<file path="config.mk">
export PLATFORM = sky130hd
export DESIGN_NAME = mse_serial_slave
export DESIGN_NICKNAME = d
export VERILOG_FILES = /design/src/rtl/mse_serial_slave.sv
export SDC_FILE = /design/constraint.sdc
export NUM_CORES = 1
export LEC_CHECK = 0
export ABC_AREA = 1
export CELL_PAD_IN_SITES_DETAIL_PLACEMENT = 0
export CELL_PAD_IN_SITES_GLOBAL_PLACEMENT = 1
export CORE_MARGIN = 2
export CORE_UTILIZATION = 40
export CTS_CLUSTER_DIAMETER = 200
export CTS_CLUSTER_SIZE = 20
export DETAILED_ROUTE_END_ITERATION = 12
export GPL_ROUTABILITY_DRIVEN = 0
export PLACE_DENSITY_LB_ADDON = 0.1
export SLEW_MARGIN = 10
export SYNTH_ARGS = -nofsm -noshare
export SYNTH_HDL_FRONTEND = slang
export SYNTH_SLANG_ARGS = --single-unit
</file>
<file path="constraint.sdc">
create_clock -name csi_MCLK_clk -period 3.8 [get_ports csi_MCLK_clk]
set_input_delay 1.14 -clock csi_MCLK_clk [delete_from_list [all_inputs] [get_ports csi_MCLK_clk]]
set_output_delay 1.14 -clock csi_MCLK_clk [all_outputs]
set_load 0.01 [all_outputs]
</file>
<file path="src/rtl/mse_serial_slave.sv">
// mse_serial_slave: slave endpoint of the MSE serial link.
// A frame opens on a falling SLE. The slave samples SDI at mid-bit and drives SDO
// MSB first. The received word goes out on a rx_valid/rx_ready handshake, and the
// word to return comes in through tx_data/tx_load.
// Optional build macro MSE_SLAVE_PARITY_EN adds an even-parity bit to each frame.
module mse_serial_slave #(
  parameter int WIDTH       = 8,
  parameter int CLK_PER_BIT = 4
) (
  input  logic             csi_MCLK_clk,
  input  logic             rsi_MRST_reset_n,
  input  logic             sdi_i,
  input  logic             sle_i,
  output logic             sdo_o,
  output logic             sdo_dir,
  output logic             srdy_o,
  output logic             srdy_dir,
  output logic [WIDTH-1:0] rx_data,
  output logic             rx_valid,
  input  logic             rx_ready,
  input  logic [WIDTH-1:0] tx_data,
  input  logic             tx_load,
  output logic             tx_busy,
  output logic             frame_err,
  output logic             overrun
);

`ifdef MSE_SLAVE_PARITY_EN
  localparam int FRAME_BITS = WIDTH + 1;
`else
  localparam int FRAME_BITS = WIDTH;
`endif
  localparam int DIV_W = (CLK_PER_BIT > 2) ? $clog2(CLK_PER_BIT) : 1;
  localparam int BIT_W = $clog2(FRAME_BITS + 1);
  localparam logic [DIV_W-1:0] DIV_HALF = DIV_W'(CLK_PER_BIT / 2);
  localparam logic [DIV_W-1:0] DIV_LAST = DIV_W'(CLK_PER_BIT - 1);
  localparam logic [BIT_W-1:0] BIT_LAST = BIT_W'(FRAME_BITS - 1);

  typedef enum logic [1:0] {IDLE, SHIFT, DONE} state_t;

  state_t state, state_next;

  logic sdi_meta, sdi_s;
  logic sle_meta, sle_s, sle_q;

  logic [DIV_W-1:0]      div_cnt;
  logic [BIT_W-1:0]      bit_cnt;
  logic [FRAME_BITS-1:0] tx_shift;
  logic [FRAME_BITS-2:0] rx_shift;
  logic [WIDTH-1:0]      tx_buf;

  logic                  sle_fall;
  logic                  sample_pt;
  logic                  bit_end;
  logic                  last_sample;
  logic                  abort;
  logic                  commit;
  logic                  par_err;
  logic                  parity_ok;
  logic [FRAME_BITS-1:0] rx_full;
  logic [WIDTH-1:0]      rx_word;
  logic [FRAME_BITS-1:0] tx_frame;

  // Two-flop synchronisers for the pin inputs, plus a delayed SLE copy for edge detection.
  // They reset to 0, so an SLE that is already low when reset is released is never seen as a falling edge.
  always_ff @(posedge csi_MCLK_clk or negedge rsi_MRST_reset_n) begin
    if (!rsi_MRST_reset_n) begin
      sdi_meta <= 1'b0;
      sdi_s    <= 1'b0;
      sle_meta <= 1'b0;
      sle_s    <= 1'b0;
      sle_q    <= 1'b0;
    end else begin
      sdi_meta <= sdi_i;
      sdi_s    <= sdi_meta;
      sle_meta <= sle_i;
      sle_s    <= sle_meta;
      sle_q    <= sle_s;
    end
  end

  assign sle_fall    = sle_q & ~sle_s;
  assign sample_pt   = (state == SHIFT) && (div_cnt == DIV_HALF);
  assign bit_end     = (state == SHIFT) && (div_cnt == DIV_LAST);
  assign last_sample = sample_pt && (bit_cnt == BIT_LAST);
  assign abort       = (state == SHIFT) && sle_s;

  // Assemble the frame as it stands after this clock's sample, and check its parity when enabled.
  always_comb begin
    rx_full = {rx_shift, sdi_s};
`ifdef MSE_SLAVE_PARITY_EN
    rx_word   = rx_full[FRAME_BITS-1:1];
    parity_ok = ~(^rx_full);
    tx_frame  = {tx_buf, ^tx_buf};
`else
    rx_word   = rx_full;
    parity_ok = 1'b1;
    tx_frame  = tx_buf;
`endif
    commit  = last_sample & ~abort & parity_ok;
    par_err = last_sample & ~abort & ~parity_ok;
  end

  // Frame state register.
  always_ff @(posedge csi_MCLK_clk or negedge rsi_MRST_reset_n) begin
    if (!rsi_MRST_reset_n) state <= IDLE;
    else                   state <= state_next;
  end

  // Next-state logic. A frame ends at the mid-bit sample of its last bit, and an SLE that rises earlier aborts it.
  always_comb begin
    state_next = state;
    case (state)
      IDLE:    if (sle_fall) state_next = SHIFT;
      SHIFT: begin
        if (abort)            state_next = IDLE;
        else if (last_sample) state_next = DONE;
      end
      DONE:    if (sle_s) state_next = IDLE;
      default: state_next = IDLE;
    endcase
  end

  // Bit timing counters and the tx/rx shift registers.
  always_ff @(posedge csi_MCLK_clk or negedge rsi_MRST_reset_n) begin
    if (!rsi_MRST_reset_n) begin
      div_cnt  <= '0;
      bit_cnt  <= '0;
      tx_shift <= '0;
      rx_shift <= '0;
    end else if (state == IDLE) begin
      if (sle_fall) begin
        div_cnt  <= '0;
        bit_cnt  <= '0;
        tx_shift <= tx_frame;
        rx_shift <= '0;
      end
    end else if (state == SHIFT) begin
      if (bit_end) begin
        div_cnt  <= '0;
        bit_cnt  <= bit_cnt + 1'b1;
        tx_shift <= {tx_shift[FRAME_BITS-2:0], 1'b0};
      end else begin
        div_cnt <= div_cnt + 1'b1;
      end
      if (sample_pt) rx_shift <= rx_full[FRAME_BITS-2:0];
    end
  end

  // Local-side state: tx buffer, received word, handshake, error pulse, overrun and SRDY enable.
  always_ff @(posedge csi_MCLK_clk or negedge rsi_MRST_reset_n) begin
    if (!rsi_MRST_reset_n) begin
      tx_buf    <= '0;
      rx_data   <= '0;
      rx_valid  <= 1'b0;
      overrun   <= 1'b0;
      frame_err <= 1'b0;
      srdy_dir  <= 1'b0;
    end else begin
      srdy_dir  <= 1'b1;
      frame_err <= abort | par_err;
      if (tx_load && !tx_busy) tx_buf <= tx_data;
      if (commit) begin
        if (!rx_valid || rx_ready) begin
          rx_data  <= rx_word;
          rx_valid <= 1'b1;
        end else begin
          overrun <= 1'b1;
        end
      end else if (rx_valid && rx_ready) begin
        rx_valid <= 1'b0;
      end
    end
  end

  assign sdo_o   = (state == SHIFT) & tx_shift[FRAME_BITS-1];
  assign sdo_dir = (state != IDLE);
  assign tx_busy = (state != IDLE);
  assign srdy_o  = srdy_dir & (state == IDLE) & ~rx_valid;

endmodule

</file>
==> summary.txt <==
critical path type -> reg2out
drt total wl -> 3530 um
worst hold path type -> reg2reg
Placed Cells -> 312
Pleak -> 0.00119 uW
pin count of the biggest net entering global routing -> 49
sequential-to-total area share from yosys stat -> 0.591
CTS root buf -> clkbuf_8
Area Growth Syn to Fin -> 21.2%
Post-DP Area -> 2370 um2
H-tree depth -> 2
critical path startpoint category -> flop
clk sinks -> 48
GRT Overall Usage -> 0.152
fill cell count -> 503
fin nets -> 269
library cells used by synthesis -> 25
syn nets -> 239
Max Cap Viol -> 0
crit path DAT -> 1.81 ns
Worst-Margin Slew -> 1.03 ns
Cell Chain, Critical Path -> nor2_2 -> buf_4 -> nand2_1 -> nor2_1 -> clkdlybuf4s50_1
PwrDens -> 454 nW/um2
Vias -> 1485
Yosys warning count -> 0
Tot Pwr -> 1120 uW
GR Overflow Total -> 0
crit path max fanout -> 24
first-pass GRT wire length -> 6590 um
Die Wd -> 75.3 um
DR WL/cell -> 11.0 um
IO buf count -> 29
Fin. Hold Viols -> 0
Clock Latency Late Sink -> 0.30 ns
die height -> 75.3 um
gr busiest metal -> met2
Slew headroom -> 0.316
final core utilization -> 0.511
Syn Std Cell Area -> 2030 um2
maximum vdd ir drop -> 0.220 mV
First DRT Iteration DRCs -> 108
status -> complete, no violations
postcts setup bufs -> 0
Starting Density -> 0.422
core area -> 4820 um2
initial antenna violation count -> 0
Multi-input gate area -> 684 um2
remaining antenna violation count after routing -> 0
CP endpoint kind -> output pin
Max Slew Vio Count -> 0
grt met1 use -> 0.191
Syn Area/Cell -> 9.16 um2
fin crit period -> 2.95 ns
Clock Pin Slew Worst Setup and Hold Paths -> 0.09 ns
Final Non-Filler Cells -> 320
fmax -> 0.339 GHz
vias in the first global route -> 1466
clk buf depth -> 2
fraction of layout cells with a size suffix above 1 -> 0.0830
CTS tree -> yes
Final setup violation count -> 0
DR pass1 iterations -> 4
register bit total from synthesis -> 48
storage element area -> 1200 um2
CTS Hold Bufs -> 0
most frequent cells in the layout -> 62 x nand2_1, 48 x dfrtp_1, 28 x clkdlybuf4s50_1
Syn Inst Count -> 222
Global Route met3 Usage -> 0.0503
remaining routing DRC violations -> 0
Tcrit/Tclk final -> 0.777
CTS Buf Count -> 5
row cnt -> 25
GR Layer Usage met2 -> 0.255
Worst path slowest cell -> clkdlybuf4s50_1
Req. time, crit path -> 2.66 ns
Inserted Diodes -> 0
vias per cell -> 4.64
Resized Gates After CTS -> 0
Die ar. -> 5670 um2
max incr delay on CP -> 0.53 ns
IO Pins -> 30
unrepaired setup endpoints after global routing -> no
setup TNS -> 0 ns
Setup Skew -> 0.00490 ns
dpl hpwl -> 2460 um
post-route cell area -> 2460 um2
most common cell after layout, fill and taps aside -> nand2_1
-- per-stage QoR --
step                      hold WS, ns  worst slack, ns
after floorplan                 0.331             1.60
after global placement          0.335             1.16
after detailed placement        0.338             1.15
after CTS                       0.359            0.800
after global routing            0.364            0.692
final                           0.358            0.848
-- final timing paths --
kind | from | to | slack (ns) | depth (start not counted)
worst min-delay path | sle_meta$_DFF_PN0_ | sle_s$_DFF_PN0_ | 0.36 | 0
worst max register to register | div_cnt[0]$_DFFE_PN0P_ | overrun$_DFFE_PN0P_ | 1.94 | 6
max in group asynchronous | rsi_MRST_reset_n | rx_shift[2]$_DFFE_PN0P_ | 2.16 | 1
min in group asynchronous | rsi_MRST_reset_n | rx_data[1]$_DFFE_PN0P_ | 1.01 | 1
worst min register to register | sle_meta$_DFF_PN0_ | sle_s$_DFF_PN0_ | 0.36 | 0
worst max-delay path | state[0]$_DFFE_PN0P_ | srdy_o | 0.85 | 5
-- report_power, final --
part	internal [uW]	switching (uW)
Sequential	579	33.1
Clock	149	168
Combinational	77.3	114
Total	805	314
-- worst max-delay path, delay by kind of cell, from the launching register on --
family	cells	cell delay, ns
DFF	1	0.45
and+or+nand+nor	3	0.28
buffers and inverters	2	0.77
-- cells in the mapped netlist --
master	n	area (um2)
nand3b_1	1	7.51
nand3_2	1	10.0
nor2_1	10	37.5
buf_4	3	22.5
o21bai_1	1	7.51
buf_6	1	11.3
a21oi_1	1	5.00
dfrtp_1	48	1200
o21ai_1	10	50.1
clkbuf_1	3	11.3
nor2_2	2	12.5
o21ai_0	11	55.1
conb_1	1	3.75
o22ai_1	6	37.5
nand2_2	3	18.8
o31ai_1	1	7.51
nand4_2	1	12.5
inv_1	24	90.1
nand2_1	62	233
buf_2	1	5.00
nand3_1	15	75.1
inv_2	2	7.51
nand2_4	1	11.3
nand4_1	10	62.6
ha_1	3	37.5
-- sequential cells by signal (all words and copies together) (netlist names) --
register / cells
frame_err: 1
div_cnt: 2
bit_cnt: 4
sle_q: 1
sle_meta: 1
srdy_dir: 1
state: 2
tx_shift: 8
rx_data: 8
sdi_meta: 1
tx_buf: 8
sle_s: 1
sdi_s: 1
overrun: 1
rx_shift: 7
rx_valid: 1
-- metal layers --
metal | up-vias | part of all wire
met5 | - | 0
met3 | 4 | 0.049
met1 | 671 | 0.47
li1 | 776 | -
met4 | 0 | 0.010
met2 | 34 | 0.47
-- kinds of logic (layout without fill, tap and decap cells) --
| family | Yosys count | count (layout) | share of synthesized area |
|---|---|---|---|
| and+or+nand+nor | 106 | 106 | 0.236 |
| adders and majority gates | 3 | 3 | 0.0185 |
| buffers and inverters | 34 | 65 | 0.0726 |
| DFF | 48 | 48 | 0.591 |
| other | 1 | 1 | 0.00184 |
| AOI/OAI and AO/OA | 30 | 30 | 0.0800 |
-- area by class of cell --
class,instances,area share
inverters,26,0.0396
clock buffers,6,0.0335
flip-flops and latches,48,0.488
clock inverters,2,0.00559
well taps,67,0.0340
repair buffers,31,0.122
multi-input cells,140,0.278
No activity file was read; power rests on OpenSTA's default activity.
